==> config.mk <==
export PLATFORM = sky130hd
export DESIGN_NAME = obstacle_spawn_scheduler
export DESIGN_NICKNAME = d
export VERILOG_FILES = /design/src/rtl/obstacle_pkg.sv /design/src/rtl/obstacle_lfsr.sv /design/src/rtl/obstacle_spawn_scheduler.sv
export SDC_FILE = /design/constraint.sdc
export NUM_CORES = 1
export LEC_CHECK = 0
export ABC_CLOCK_PERIOD_IN_PS = 4000
export CORE_MARGIN = 2
export CORE_UTILIZATION = 58
export DETAILED_ROUTE_END_ITERATION = 10
export HOLD_SLACK_MARGIN = 0.15
export PLACE_DENSITY = 0.84
export SLEW_MARGIN = 10
export SYNTH_ARGS = -nofsm -noshare
export SYNTH_HDL_FRONTEND = slang
export SYNTH_SLANG_ARGS = --single-unit
==> constraint.sdc <==
create_clock -name clock -period 4 [get_ports clock]
set_input_delay 0.4 -clock clock [delete_from_list [all_inputs] [get_ports clock]]
set_output_delay 0.4 -clock clock [all_outputs]
set_load 0.01 [all_outputs]
==> src/rtl/obstacle_pkg.sv <==
// Shared types, widths and helpers for the obstacle spawn scheduler.
// The LFSR step and reload arithmetic live here so the top and the LFSR agree on them.
package obstacle_pkg;

  typedef enum logic [1:0] {
    IDLE  = 2'd0,
    RUN   = 2'd1,
    OFFER = 2'd2,
    HALT  = 2'd3
  } state_e;

  localparam int              TIMER_W     = 9;
  localparam int              TYPE_W      = 2;
  localparam logic [TIMER_W-1:0] BASE_RELOAD = 9'd508;
  // Feedback taps at bits 7, 5, 4, 3.
  localparam logic [7:0]      LFSR_TAPS   = 8'b1011_1000;

  function automatic logic [7:0] lfsr_step(input logic [7:0] l);
    return {l[6:0], ^(l & LFSR_TAPS)};
  endfunction

  function automatic logic [TIMER_W-1:0] calc_reload(input logic [1:0] rnd,
                                                     input logic [1:0] lvl,
                                                     input int shift);
    logic [TIMER_W-1:0] offset;
    offset = TIMER_W'({7'd0, lvl} << shift);
    return BASE_RELOAD + TIMER_W'(rnd) - offset;
  endfunction

endpackage

==> src/rtl/obstacle_lfsr.sv <==
// 8-bit Fibonacci LFSR; loads the seed on reset or load, shifts on advance.
module obstacle_lfsr
  import obstacle_pkg::*;
(
  input  logic       clock,
  input  logic       reset,
  input  logic       load,
  input  logic       advance,
  input  logic [7:0] seed,
  output logic [7:0] value
);

  logic [7:0] lfsr_q;

  always_ff @(posedge clock or negedge reset) begin
    if (!reset) begin
      lfsr_q <= seed;
    end else if (load) begin
      lfsr_q <= seed;
    end else if (advance) begin
      lfsr_q <= lfsr_step(lfsr_q);
    end
  end

  assign value = lfsr_q;

endmodule

==> src/rtl/obstacle_spawn_scheduler.sv <==
// Paces obstacle spawns: a randomised down-timer per spawn, a valid/ready offer,
// and a difficulty level that shortens the timer every SPAWNS_PER_LEVEL spawns.
module obstacle_spawn_scheduler
  import obstacle_pkg::*;
#(
  parameter logic [7:0] LFSR_SEED        = 8'hA5,
  parameter int         SPAWNS_PER_LEVEL = 8,
  parameter int         MAX_LEVEL        = 3,
  parameter int         LEVEL_SHIFT      = 6
) (
  input  logic               clock,
  input  logic               reset,
  input  logic               start,
  input  logic               game_over,
  input  logic               tick,
  input  logic               spawn_ready,
  output logic               spawn_valid,
  output logic [TYPE_W-1:0]  spawn_type,
  output logic [1:0]         level,
  output logic               running,
  output logic [TIMER_W-1:0] timer_count
);

  localparam int         CNT_W     = (SPAWNS_PER_LEVEL > 1) ? $clog2(SPAWNS_PER_LEVEL) : 1;
  localparam logic [CNT_W-1:0] CNT_LAST = CNT_W'(SPAWNS_PER_LEVEL - 1);
  localparam logic [1:0] LEVEL_MAX = 2'(MAX_LEVEL);

  state_e              state_q, state_d;
  logic [TIMER_W-1:0]  timer_q, timer_d;
  logic [1:0]          level_q, level_d;
  logic [CNT_W-1:0]    cnt_q, cnt_d;
  logic                valid_q, valid_d;
  logic [TYPE_W-1:0]   type_q, type_d;
  logic                lfsr_load, lfsr_adv;
  logic [7:0]          lfsr_val;
  logic [7:0]          lfsr_next;
  logic [1:0]          level_up;

  obstacle_lfsr u_lfsr (
    .clock   (clock),
    .reset   (reset),
    .load    (lfsr_load),
    .advance (lfsr_adv),
    .seed    (LFSR_SEED),
    .value   (lfsr_val)
  );

  assign lfsr_next = lfsr_step(lfsr_val);
  assign level_up  = (level_q == LEVEL_MAX) ? level_q : level_q + 2'd1;

  always_ff @(posedge clock or negedge reset) begin
    if (!reset) begin
      state_q <= IDLE;
      timer_q <= '0;
      level_q <= '0;
      cnt_q   <= '0;
      valid_q <= 1'b0;
      type_q  <= '0;
    end else begin
      state_q <= state_d;
      timer_q <= timer_d;
      level_q <= level_d;
      cnt_q   <= cnt_d;
      valid_q <= valid_d;
      type_q  <= type_d;
    end
  end

  always_comb begin
    state_d   = state_q;
    timer_d   = timer_q;
    level_d   = level_q;
    cnt_d     = cnt_q;
    valid_d   = valid_q;
    type_d    = type_q;
    lfsr_load = 1'b0;
    lfsr_adv  = 1'b0;

    unique case (state_q)
      IDLE: begin
        if (start) begin
          state_d   = RUN;
          timer_d   = calc_reload(LFSR_SEED[1:0], 2'd0, LEVEL_SHIFT);
          level_d   = '0;
          cnt_d     = '0;
          lfsr_load = 1'b1;
        end
      end
      RUN: begin
        if (game_over) begin
          state_d = HALT;
        end else if (tick) begin
          if (timer_q != '0) begin
            timer_d = timer_q - 1'b1;
          end else begin
            state_d = OFFER;
            valid_d = 1'b1;
            type_d  = lfsr_val[3:2];
          end
        end
      end
      OFFER: begin
        // A collision wins over a same-cycle handshake: the spawn is dropped.
        if (game_over) begin
          state_d = HALT;
          valid_d = 1'b0;
        end else if (spawn_ready) begin
          state_d  = RUN;
          valid_d  = 1'b0;
          lfsr_adv = 1'b1;
          if (cnt_q == CNT_LAST) begin
            cnt_d   = '0;
            level_d = level_up;
          end else begin
            cnt_d = cnt_q + 1'b1;
          end
          timer_d = calc_reload(lfsr_next[1:0], level_d, LEVEL_SHIFT);
        end
      end
      HALT: begin
        if (start && !game_over) begin
          state_d   = RUN;
          timer_d   = calc_reload(LFSR_SEED[1:0], 2'd0, LEVEL_SHIFT);
          level_d   = '0;
          cnt_d     = '0;
          lfsr_load = 1'b1;
        end
      end
      default: state_d = IDLE;
    endcase
  end

  assign spawn_valid = valid_q;
  assign spawn_type  = type_q;
  assign level       = level_q;
  assign timer_count = timer_q;
  assign running     = (state_q == RUN) || (state_q == OFFER);

endmodule
---- Word-level counts from Yosys, hierarchy flattened ----
Index checks and enable logic that the tools add are counted.
operators by class
  add/sub/neg operators ................... 5
  equal/unequal tests ..................... 16
  mux-type cells .......................... 46
  bitwise logic cells ..................... 2
  reduce and logical (&&, ||, !) cells .... 14
operators by type and width
  cell                                               number
  two-way mux 9 bit                                  7
  one-hot mux 9 bit (4 select lines)                 1
  two-way mux 2 bit                                  16
  two-way mux 8 bit                                  2
  inequality test 2 bit (second input constant)      8
  two-way mux 3 bit                                  5
  AND reduction 5 bit                                3
  two-way mux 1 bit                                  10
  inequality test 3 bit (second input constant)      3
  one-hot mux 3 bit (3 select lines)                 1
  nonzero test 9 bit                                 1
  subtractor 9 x 1 -> 9 bit (second input constant)  1
  subtractor 9 x 8 -> 9 bit                          1
  one-hot mux 2 bit (4 select lines)                 1
  parity 8 bit                                       1
  AND reduction 7 bit                                1
  == test 2 bit (second input constant)              3
  one-hot mux 2 bit (3 select lines)                 1
  adder 3 x 3 -> 4 bit (first input constant)        1
  one-hot mux 1 bit (2 select lines)                 2
  AND reduction 4 bit                                1
  nonzero test 2 bit                                 2
  adder 3 x 1 -> 3 bit (second input constant)       1
  == test 3 bit (second input constant)              1
  other kinds (8)                                    9
word-level totals
  register bits after elaboration ......... 27
  bits of input ports ..................... 6
  output and inout bits ................... 15

---- Logic depth before layout (Yosys ltp) ----
  depth after elaboration ................. 10
  gate-level depth with buffers ........... 8
  depth with buffers taken out ............ 7

---- Worst setup path before layout ----
No wires, ideal clock.
  kind .................................... register to register
  start point ............................. register timer_q[0] (netlist: timer_count[0])
  end point ............................... register timer_q[6] (netlist: timer_count[6])
  library setup time ...................... 63 ps
  arrival ................................. 1687 ps
  required time ........................... 3937 ps
  path slack .............................. 2250 ps
  stages on the path, launching flop included .. 7
  cell sequence ........................... dfrtp_1 inv_1 ha_1 nor4b_4 or4b_1 a31oi_1 a211o_2
on the way
  cells in the longest elaborated chain, start to end .. 5
  elaborated cells on any way between the ends .. 8
ends and longest elaborated chain
  what                                line                            source
  start: declaration                  obstacle_spawn_scheduler.sv:29  logic [TIMER_W-1:0] timer_q, timer_d;
  start signal: assignment            obstacle_spawn_scheduler.sv:61  timer_q <= timer_d;
  subtractor 9 x 1 -> 9 bit           obstacle_spawn_scheduler.sv:94  timer_d = timer_q - 1'b1;
  two-way mux 9 bit                   obstacle_spawn_scheduler.sv:93  if (timer_q != '0) begin
  two-way mux 9 bit                   obstacle_spawn_scheduler.sv:92  end else if (tick) begin
  two-way mux 9 bit                   obstacle_spawn_scheduler.sv:90  if (game_over) begin
  one-hot mux 9 bit (4 select lines)  obstacle_spawn_scheduler.sv:79  unique case (state_q)
Parallel ways exist; a longest one is shown, timed or not. The select of a mux whose other input is x is not followed.
A chain may end at the register's enable or synchronous reset.

---- Worst setup path after layout ----
  start point ............................. register state_q[0]
  end point ............................... output port running
on the way
  cells in the longest elaborated chain, start to end .. 2
  elaborated cells on any way between the ends .. 3
ends and longest elaborated chain
  what                                                            line                             source
  start: declaration                                              obstacle_spawn_scheduler.sv:28   state_e state_q, state_d;
  start signal: assignment                                        obstacle_spawn_scheduler.sv:60   state_q <= state_d;
  == test 2 x 1 -> 1 bit / == test 2 bit (equally long branches)  obstacle_spawn_scheduler.sv:137  assign running = (state_q == RUN) || (state_q == OFFER);
  logical OR 1 bit *                                              obstacle_spawn_scheduler.sv:137
  end: declaration                                                obstacle_spawn_scheduler.sv:20   output logic running,
Every way passes the cells marked *; elsewhere a longest branch is shown, timed or not.

==> impl_results.md <==
- Status: completed
- Setup crit start kind: flop
- Vias per cell: 6.250
- Period Utilization, post-route: between 50% and 60%
- RSZ-0062 raised after global routing: false
- Placed cell count: 211
- Leakage: 0.8508 nW
- Post-DP HPWL: 2543 um
- Syn avg cell area: 9.674 um2
- Worst IR drop on VDD: 0.0004631 V
- Max Buffers Root-to-Sink: 2
- Reg clk slew, reported paths: 140 ps
- Die width: approximately 56 um
- Crit. End Element: output pin
- Largest net degree at the start of global routing: 26
- Layout net count: 200
- # diodes: 0
- CP Data Required Time: 3600 ps
- Tmin final: approximately 2300 ps
- Largest area contributor in the netlist: dfrtp_1
- ANT nets after route: 0
- Min-delay worst type: reg2reg
- Initial DRC count: 62
- Synth cell types: 40
- Share of cells above drive strength 1: under 10%
- Sequential Area: just under 700 um2
- Wire per inst: 15.93 um
- Die H: about 56 um
- Synth top area share: between 30% and 40%
- Overflow after GRT: 0
- Total of max-cap violations: 0
- Crit Path Class: reg2out
- Final Skew: 2.903 ps
- Max FO, Critical Path: 10
- Cells after Synth: 164
- Die area: approximately 3200 um2
- Most frequent cells after synthesis: dfrtp_1 (23), nand2_1 (21), o21ai_0 (12), nor2_1 (11)
- Syn Nets: between 150 and 200
- Drt total wl: around 3400 um
- Area Overhead vs Synth: 14.98%
- WP data arrival: ~1900 ps
- P per Cell Area: 762.2 nW/um2
- Final Instance Count excl. Fillers: 216
- First-pass GRT wire length: 5885 um
- # H-tree levels: 1
- CTS-repair resized insts: 0
- Root Buffer Master: clkbuf_4
- Initial antenna violation count: 0
- Endpoints failing setup: 0
- Setup bufs post-CTS: 0
- IO Pins: 21
- Final-report hold violation count: 0
- Async SR Flop Fraction: 100.0%
- Std-Cell Rows: 18
- Multi-input gate area: 829.5 um2
- Slew @ Worst Pin: 579.4 ps
- Yosys warnings: 0
- Initial Utilization: 62.34%
- Core area: 2545 um2
- CTS Buf Count: 3
- Fill count: 198
- Main area contributors after synthesis: dfrtp_1 (36%), dfstp_2 (6.6%), mux2i_1 (6.3%)
- First-pass DRT Iterations: 4
- Sequential fraction of the synthesis area: 42.90%
- Most frequent cell after synthesis: dfrtp_1
- Synth Flop Type: dfrtp_1
- Clk_lat worst skew: 330 ps
- Fin Setup TNS: 0 ps
- Total GRT Usage: 23.50%
- CTS tree: done
- Final GP Congestion: 0.8017
- Via count: 1350
- Flop-to-flop setup slack: between 1500 and 2000 ps
- Rel. slew slack: 61.38%
- Vias in the first global route: 1270
- IO Port Bufs: 20
- Number of flops mapped to enable cells by yosys: 0
- DRC: 0
- Max Slew Vio Count: 0
- Synthesized flop and latch total: 27
- # hold bufs at CTS: 0
- Synth Cell Area: 1587 um2
- Peak Freq: 437.4 MHz
- Clk sink count: 27
layout make-up:
| cell class | count | share of cell area [%] |
|---|---|---|
| sequential | 27 | 37.31 |
| clock buffer | 4 | 1.440 |
| multi-input combinational | 123 | 45.47 |
| timing repair buffer | 22 | 11.66 |
| tap | 30 | 2.058 |
| inverter | 10 | 2.058 |
state kept, by name, summed over array words and instances (netlist names):
register and count:
spawn_type 2, u_lfsr.value 8, timer_count 9, spawn_valid 1, level 2, cnt_q 3, state_q 2
final timing paths:
check	depth (start not counted)	start	endpoint
max	3	state_q[0]	running
min in group asynchronous	2	reset	timer_count[4]
max reg2reg	6	state_q[1]	timer_count[6]
min reg2reg	2	cnt_q[2]	cnt_q[2]
max in group asynchronous	3	reset	u_lfsr.value[2]
min	2	cnt_q[2]	cnt_q[2]
placed cells by master, fill, tap and decap left out, types with 2 or more instances in the layout:
| cell | netlist | routed |
|---|---|---|
| clkdlybuf4s50_1 | 0 | 19 |
| inv_1 | 10 | 10 |
| nor2b_1 | 2 | 2 |
| xnor2_1 | 2 | 2 |
| nand3_1 | 7 | 7 |
| a21o_1 | 2 | 2 |
| mux2i_1 | 10 | 10 |
| a21oi_1 | 10 | 10 |
| nor4b_1 | 2 | 2 |
| a211o_1 | 3 | 3 |
| o21ai_0 | 12 | 12 |
| nand2b_1 | 5 | 5 |
| nor4_1 | 2 | 2 |
| dfstp_2 | 4 | 4 |
| dfrtp_1 | 23 | 23 |
| a31oi_1 | 5 | 5 |
| clkbuf_4 | 0 | 3 |
| nand4_1 | 2 | 2 |
| nand2_1 | 21 | 21 |
| nor3_2 | 2 | 2 |
| nor2_1 | 11 | 11 |
| o22ai_1 | 2 | 2 |
| mux2_2 | 2 | 2 |
| ha_1 | 7 | 7 |
cells by family (layout without fill, tap and decap cells):
family	Yosys count	in the layout	synth area share (%)
simple gates	61	61	21.77
fa+ha+maj	7	7	5.520
xor+xnor	3	3	1.656
mux	12	12	7.729
compound gates	40	40	15.62
flops	27	27	42.90
buf+inv	14	36	4.811
routing by layer:
layer  global-route usage (%)  part of all wire [%]  vias up
met2                    36.97                    51       47
met4                    8.844                   1.7        0
met5                        0                     0        -
met3                    5.530                   5.6        7
li1                         -                     -      631
met1                    31.55                    42      665
metrics by stage:
stage          instance area, um2  hold WS, ps  setup slack, ps  util, %  power (mW)
2_1_floorplan                1587        104.4             2250        -       1.048
3_3_place_gp                 1793        457.1             1863    70.45       1.224
3_5_place_dp                 1793        481.0             1783    70.45       1.267
4_1_cts                      1819        511.5             1691    71.48       1.389
5_1_grt                      1824        547.2             1580    71.68       1.504
6_report                     1824        509.4             1714    71.68       1.390
power breakdown:
part           switching [mW]  internal [mW]  total, mW  leakage [nW]
combinational           0.431          0.343      0.775         0.508
sequential              0.110          0.384      0.495         0.328
clock                  0.0821         0.0392      0.121        0.0150
total                   0.624          0.767       1.39         0.851
critical path, cell delays in order, from the launching register on:
cell	delay, ps
dfrtp_1	400
inv_1	90
ha_1	470
clkdlybuf4s50_1	600
No activity file was read; power rests on OpenSTA's default activity.
